File: config.mk
export PLATFORM = sky130hd
export DESIGN_NAME = seq_divider
export DESIGN_NICKNAME = d
export VERILOG_FILES = /design/src/rtl/seq_divider.sv
export SDC_FILE = /design/constraint.sdc
export NUM_CORES = 1
export LEC_CHECK = 0
export BUFFER_PORTS_ARGS = -buffer_cell sky130_fd_sc_hd__buf_2
export CORE_UTILIZATION = 65
export DETAILED_ROUTE_END_ITERATION = 10
export GPL_ROUTABILITY_DRIVEN = 0
export PLACE_DENSITY_LB_ADDON = 0.25
export SYNTH_ARGS = -nofsm -noshare
export SYNTH_HDL_FRONTEND = slang
export SYNTH_SLANG_ARGS = --single-unit
File: constraint.sdc
create_clock -name clk -period 16.4 [get_ports clk]
set_clock_uncertainty 0.2 [all_clocks]
set_input_delay 0 -clock clk [delete_from_list [all_inputs] [get_ports clk]]
set_output_delay 0 -clock clk [all_outputs]
set_load 0.03 [all_outputs]
File: src/rtl/seq_divider.sv
// seq_divider: multi-cycle restoring radix-2 divider (one quotient bit per cycle)
// with valid/ready request and response handshakes. Signed and unsigned operation,
// divide-by-zero and signed-overflow results follow RISC-V M semantics.
// Optional macro SEQ_DIVIDER_FLUSH_EN adds a 'flush' input that aborts CALC/DONE.
module seq_divider #(
    parameter int unsigned WIDTH = 32
) (
    input  logic             clk,
    input  logic             rst,
    input  logic             in_valid,
    output logic             in_ready,
    input  logic             is_signed,
    input  logic [WIDTH-1:0] dividend,
    input  logic [WIDTH-1:0] divisor,
    output logic             out_valid,
    input  logic             out_ready,
    output logic [WIDTH-1:0] quotient,
    output logic [WIDTH-1:0] remainder,
    output logic             div_zero,
    output logic             ovf
`ifdef SEQ_DIVIDER_FLUSH_EN
    ,
    input  logic             flush
`endif
);

    localparam int unsigned CNT_W = (WIDTH > 2) ? $clog2(WIDTH) : 1;
    localparam logic [WIDTH-1:0] MOST_NEG = {1'b1, {(WIDTH-1){1'b0}}};

    typedef enum logic [1:0] {
        S_IDLE = 2'd0,
        S_CALC = 2'd1,
        S_DONE = 2'd2
    } state_t;

    state_t           state_q, state_d;
    logic [CNT_W-1:0] cnt_q, cnt_d;
    logic [WIDTH-1:0] rem_q, rem_d;
    logic [WIDTH-1:0] quo_q, quo_d;
    logic [WIDTH-1:0] dsr_q, dsr_d;
    logic             neg_quo_q, neg_quo_d;
    logic             neg_rem_q, neg_rem_d;
    logic             in_ready_q, in_ready_d;
    logic             out_valid_q, out_valid_d;
    logic [WIDTH-1:0] quotient_q, quotient_d;
    logic [WIDTH-1:0] remainder_q, remainder_d;
    logic             div_zero_q, div_zero_d;
    logic             ovf_q, ovf_d;

    logic             flush_c;
    logic             accept_c;
    logic             a_neg_c;
    logic             b_neg_c;
    logic [WIDTH:0]   trial_c;
    logic [WIDTH-1:0] step_rem_c;
    logic [WIDTH-1:0] step_quo_c;

`ifdef SEQ_DIVIDER_FLUSH_EN
    assign flush_c = flush;
`else
    assign flush_c = 1'b0;
`endif

    // flush masks the request handshake so a simultaneous request is ignored
    assign in_ready  = in_ready_q & ~flush_c;
    assign accept_c  = in_valid & in_ready;
    assign out_valid = out_valid_q;
    assign quotient  = quotient_q;
    assign remainder = remainder_q;
    assign div_zero  = div_zero_q;
    assign ovf       = ovf_q;

    // One restoring step: shift {rem, quo} left, trial-subtract |B|, restore on borrow
    always_comb begin
        trial_c    = {rem_q, quo_q[WIDTH-1]} - {1'b0, dsr_q};
        step_rem_c = trial_c[WIDTH] ? {rem_q[WIDTH-2:0], quo_q[WIDTH-1]} : trial_c[WIDTH-1:0];
        step_quo_c = {quo_q[WIDTH-2:0], ~trial_c[WIDTH]};
    end

    // Next-state and datapath updates
    always_comb begin
        state_d     = state_q;
        cnt_d       = cnt_q;
        rem_d       = rem_q;
        quo_d       = quo_q;
        dsr_d       = dsr_q;
        neg_quo_d   = neg_quo_q;
        neg_rem_d   = neg_rem_q;
        quotient_d  = quotient_q;
        remainder_d = remainder_q;
        div_zero_d  = div_zero_q;
        ovf_d       = ovf_q;
        a_neg_c     = is_signed & dividend[WIDTH-1];
        b_neg_c     = is_signed & divisor[WIDTH-1];

        unique case (state_q)
            S_IDLE: begin
                if (accept_c) begin
                    div_zero_d = 1'b0;
                    ovf_d      = 1'b0;
                    if (divisor == '0) begin
                        quotient_d  = '1;
                        remainder_d = dividend;
                        div_zero_d  = 1'b1;
                        state_d     = S_DONE;
                    end else if (is_signed && (dividend == MOST_NEG) && (divisor == '1)) begin
                        quotient_d  = dividend;
                        remainder_d = '0;
                        ovf_d       = 1'b1;
                        state_d     = S_DONE;
                    end else begin
                        rem_d     = '0;
                        quo_d     = a_neg_c ? WIDTH'(-dividend) : dividend;
                        dsr_d     = b_neg_c ? WIDTH'(-divisor) : divisor;
                        neg_quo_d = a_neg_c ^ b_neg_c;
                        neg_rem_d = a_neg_c;
                        cnt_d     = CNT_W'(WIDTH - 1);
                        state_d   = S_CALC;
                    end
                end
            end
            S_CALC: begin
                rem_d = step_rem_c;
                quo_d = step_quo_c;
                cnt_d = cnt_q - 1'b1;
                if (cnt_q == '0) begin
                    // sign fix-up folded into the last iteration
                    quotient_d  = neg_quo_q ? WIDTH'(-step_quo_c) : step_quo_c;
                    remainder_d = neg_rem_q ? WIDTH'(-step_rem_c) : step_rem_c;
                    cnt_d       = '0;
                    state_d     = S_DONE;
                end
            end
            S_DONE: begin
                if (out_ready) begin
                    state_d = S_IDLE;
                end
            end
            default: begin
                state_d = S_IDLE;
            end
        endcase

        if (flush_c && (state_q != S_IDLE)) begin
            state_d = S_IDLE;
            cnt_d   = '0;
        end

        in_ready_d  = (state_d == S_IDLE);
        out_valid_d = (state_d == S_DONE);
    end

    // State and output registers with synchronous reset
    always_ff @(posedge clk) begin
        if (rst) begin
            state_q     <= S_IDLE;
            cnt_q       <= '0;
            rem_q       <= '0;
            quo_q       <= '0;
            dsr_q       <= '0;
            neg_quo_q   <= 1'b0;
            neg_rem_q   <= 1'b0;
            in_ready_q  <= 1'b1;
            out_valid_q <= 1'b0;
            quotient_q  <= '0;
            remainder_q <= '0;
            div_zero_q  <= 1'b0;
            ovf_q       <= 1'b0;
        end else begin
            state_q     <= state_d;
            cnt_q       <= cnt_d;
            rem_q       <= rem_d;
            quo_q       <= quo_d;
            dsr_q       <= dsr_d;
            neg_quo_q   <= neg_quo_d;
            neg_rem_q   <= neg_rem_d;
            in_ready_q  <= in_ready_d;
            out_valid_q <= out_valid_d;
            quotient_q  <= quotient_d;
            remainder_q <= remainder_d;
            div_zero_q  <= div_zero_d;
            ovf_q       <= ovf_d;
        end
    end

endmodule

==> flow_summary_export.csv <==
group,metric,value,unit
outcome,status,"complete, no violations",
drt,routedWlPerCell,19.9,µm
floorplan,core,18800,µm²
power,p_switching,0.846,mW
synthesis,synthCells,1738,
power,powerDensity,124,nW/µm²
synthesis,ys_ff_latch,173,
timing,period_share,0.393,
global_routing,grt_use_total,0.426,
timing,fmax,155,MHz
drt,top_layer,"met5",
layout,final_area,14900,µm²
clocking,cts_buffer_depth,2,
timing,slew_headroom,0.212,
synthesis,synth_top_family_by_area,"compound AO/OA/AOI/OAI gates",
placed_design,placed_area,13300,µm²
synthesis,yosysWarnings,0,
power,internal-power,0.998,mW
timing,slew_violations,0,
placed_design,post-place-cells,2032,
clocking,clock-sinks,173,
timing,final-setup-viol-count,0,
clocking,ctsResizeCount,0,
power,p_leak,5.81,nW
layout,final_net_count,2000,
clocking,h-tree-depth,4,
synthesis,synthXorXnorAreaFrac,0.0808,
global_routing,grt_max_degree,104,
drt,drtPass1Iterations,6,
clocking,cts_inserted_buffers,17,
synthesis,synth-edff-count,0,
critical_path,start_kind,"register",
placed_design,io_buffers,136,
synthesis,synthTopCellsByArea,"dfxtp_1 28%, nor2_1 8.0%, a21oi_1 5.8%",
global_routing,antenna_found_initial,1,
clocking,clk_latency,450,ps
drt,vias,14651,
timing,min_period,6450,ps
synthesis,synth_fp_nets,1846,
critical_path,critPathArrivalTime,6640,ps
timing,rsz0062_at_grt,"no",
synthesis,synth_adder_area_share,0.0394,
job,drv_cap,0,
synthesis,synth_compound_area_frac,0.273,
power,pwr-share-seq,0.286,
drt,postRouteAntennaNets,0,
layout,area_growth,18.3,%
synthesis,synth_simple_gate_area_share,0.254,
floorplan,dieArea,19900,µm²
synthesis,synth.top_cell.area_share,0.275,
global_routing,grt_first_pass_wirelength,68100,µm
placed_design,post-dp-hpwl,28100,µm
drt,drt-total-wl,43100,µm
timing,fin_hold_ws,250,ps
drt,wl_met1,16700,µm
floorplan,dieWidth,141,µm
floorplan,ios,137,
drt,avgViaCountPerCell,6.77,
power,ir_drop,94.2,µV
synthesis,yosysTopAreaCell,"dfxtp_1",
clocking,tritoncts,"built",
hold_path,hold_class,"in -> reg",
drt,met3_length,4820,µm
layout,antenna_cells,0,
critical_path,cp_max_fo,44,
floorplan,start_util,0.668,
critical_path,required,16590,ps
layout,fin_cells,2165,
synthesis,synth_cell_type_count,80,
synthesis,async_flop_share,0,
clocking,path_clk_slew,70,ps
timing,hold_violations,0,
clocking,cts_root_buf,"clkbuf_16",
drt,wl_met2,19400,µm
floorplan,die_h,141,µm
drt,drc,0,
synthesis,synthMuxAreaShare,0.0218,
global_routing,grt.overflow.total,0,
synthesis,syn_area_per_cell,7.24,µm²
synthesis,seq_area_frac_synth,0.275,
drt,first_iter_violations,2016,
timing,finalSetupTns,0,ps
floorplan,rows,50,
layout,final_common_cell,"nor2_1",
layout,layout-drive-gt1-share,0.113,
power,comb_power_share,0.493,
layout,final_cell_mix,"268 x nor2_1, 173 x dfxtp_1, 152 x nand2_1, 146 x a21oi_1, 135 x buf_2",
timing,max_slew.worst_pin.slew,1170,ps
critical_path,worstSetupPathType,"reg -> reg",
synthesis,synth-main-ff-cell,"dfxtp_1",
synthesis,netlist_area,12600,µm²
global_routing,grt_pass1_vias,13647,
critical_path,end_kind,"register",
power,power.share.clock,0.221,
power,power.share.switching,0.459,
## synthesized netlist by cell type (all sizes together) (44+ instances only)
master / n
nor2: 269
dfxtp: 173
nand2: 153
a21oi: 148
clkbuf: 100
nor3: 73
o21ai: 73
inv: 59
xnor2: 58
xor2: 58
a211oi: 51
nand3: 44
## cell families after synthesis
kind of cell               Yosys count
and+or+nand+nor                    690
AOI/OAI and AO/OA                  514
buffers and inverters              179
DFF                                173
xor gates and xnor gates           116
adders and majority gates           39
muxes                               27
## through the flow
step	util	setup slack, ps	power (mW)
after CTS	0.790	10190	1.80
after floorplan	-	10590	1.15
after global routing	0.790	9570	1.93
final	0.790	9950	1.84
after global placement	0.706	10690	1.35
after detailed placement	0.706	10460	1.37
## area by class of cell
class | count | area (µm²)
fillers | 1303 | 3950
flip-flops and latches | 173 | 3460
inverters | 61 | 229
multi-input cells | 1386 | 8470
clock inverters | 14 | 146
repair buffers | 253 | 1810
well taps | 260 | 325
clock buffers | 18 | 429
## registers in the layout, indices dropped and copies added (netlist names), 2 cells and up
name       cells
dsr_q         32
quo_q         32
quotient      32
rem_q         32
remainder     32
cnt_q          5
state_q        2
## metal layers
metal / GRT usage / vias to the layer above
met3: 0.0846 / 202
met4: 0.221 / 2
met1: 0.534 / 6727
met2: 0.694 / 1050
met5: 0 / -
li1: - / 6670
## timing repair
action,in CTS,in global routing
hold buffers,101,0
setup buffers,0,0
hold endpoints to repair,127,0
## critical path, cell delays in order (launching register included)
cell	delay [ps]
dfxtp_1	340
inv_1	70
ha_1	180
inv_1	70
fa_1	410
a211o_1	320
and3_1	250
o21ai_2	240
a21oi_2	110
o21a_4	280
nor2_4	130
buf_4	520
mux2i_1	370
ha_1	340
o2111ai_1	200
nor4b_1	430
nor3b_1	330
a21oi_1	170
o31ai_1	310
xor2_1	260
nand2_1	100
a31oi_1	200
dlygate4sd3_1	560
## worst paths after layout
path	startpoint	to	slack, ps	cells after the start
setup / recovery	quo_q[31]$_SDFFE_PP0P_	remainder[20]$_SDFFE_PP0P_	9950	22
hold / removal	dividend[17]	remainder[17]$_SDFFE_PP0P_	250	4
setup reg to reg	quo_q[31]$_SDFFE_PP0P_	remainder[20]$_SDFFE_PP0P_	9950	22
hold reg to reg	quotient[15]$_SDFFE_PP0P_	quotient[15]$_SDFFE_PP0P_	250	2
## power groups by stage
stage	registers [mW]	logic, mW	clock network (mW)
6_report	0.527	0.909	0.406
2_1_floorplan	0.552	0.597	0
4_1_cts	0.524	0.870	0.402
3_3_place_gp	0.531	0.817	0
5_1_grt	0.532	0.975	0.419
3_5_place_dp	0.533	0.835	0
Power figures use the tool's default switching activity.
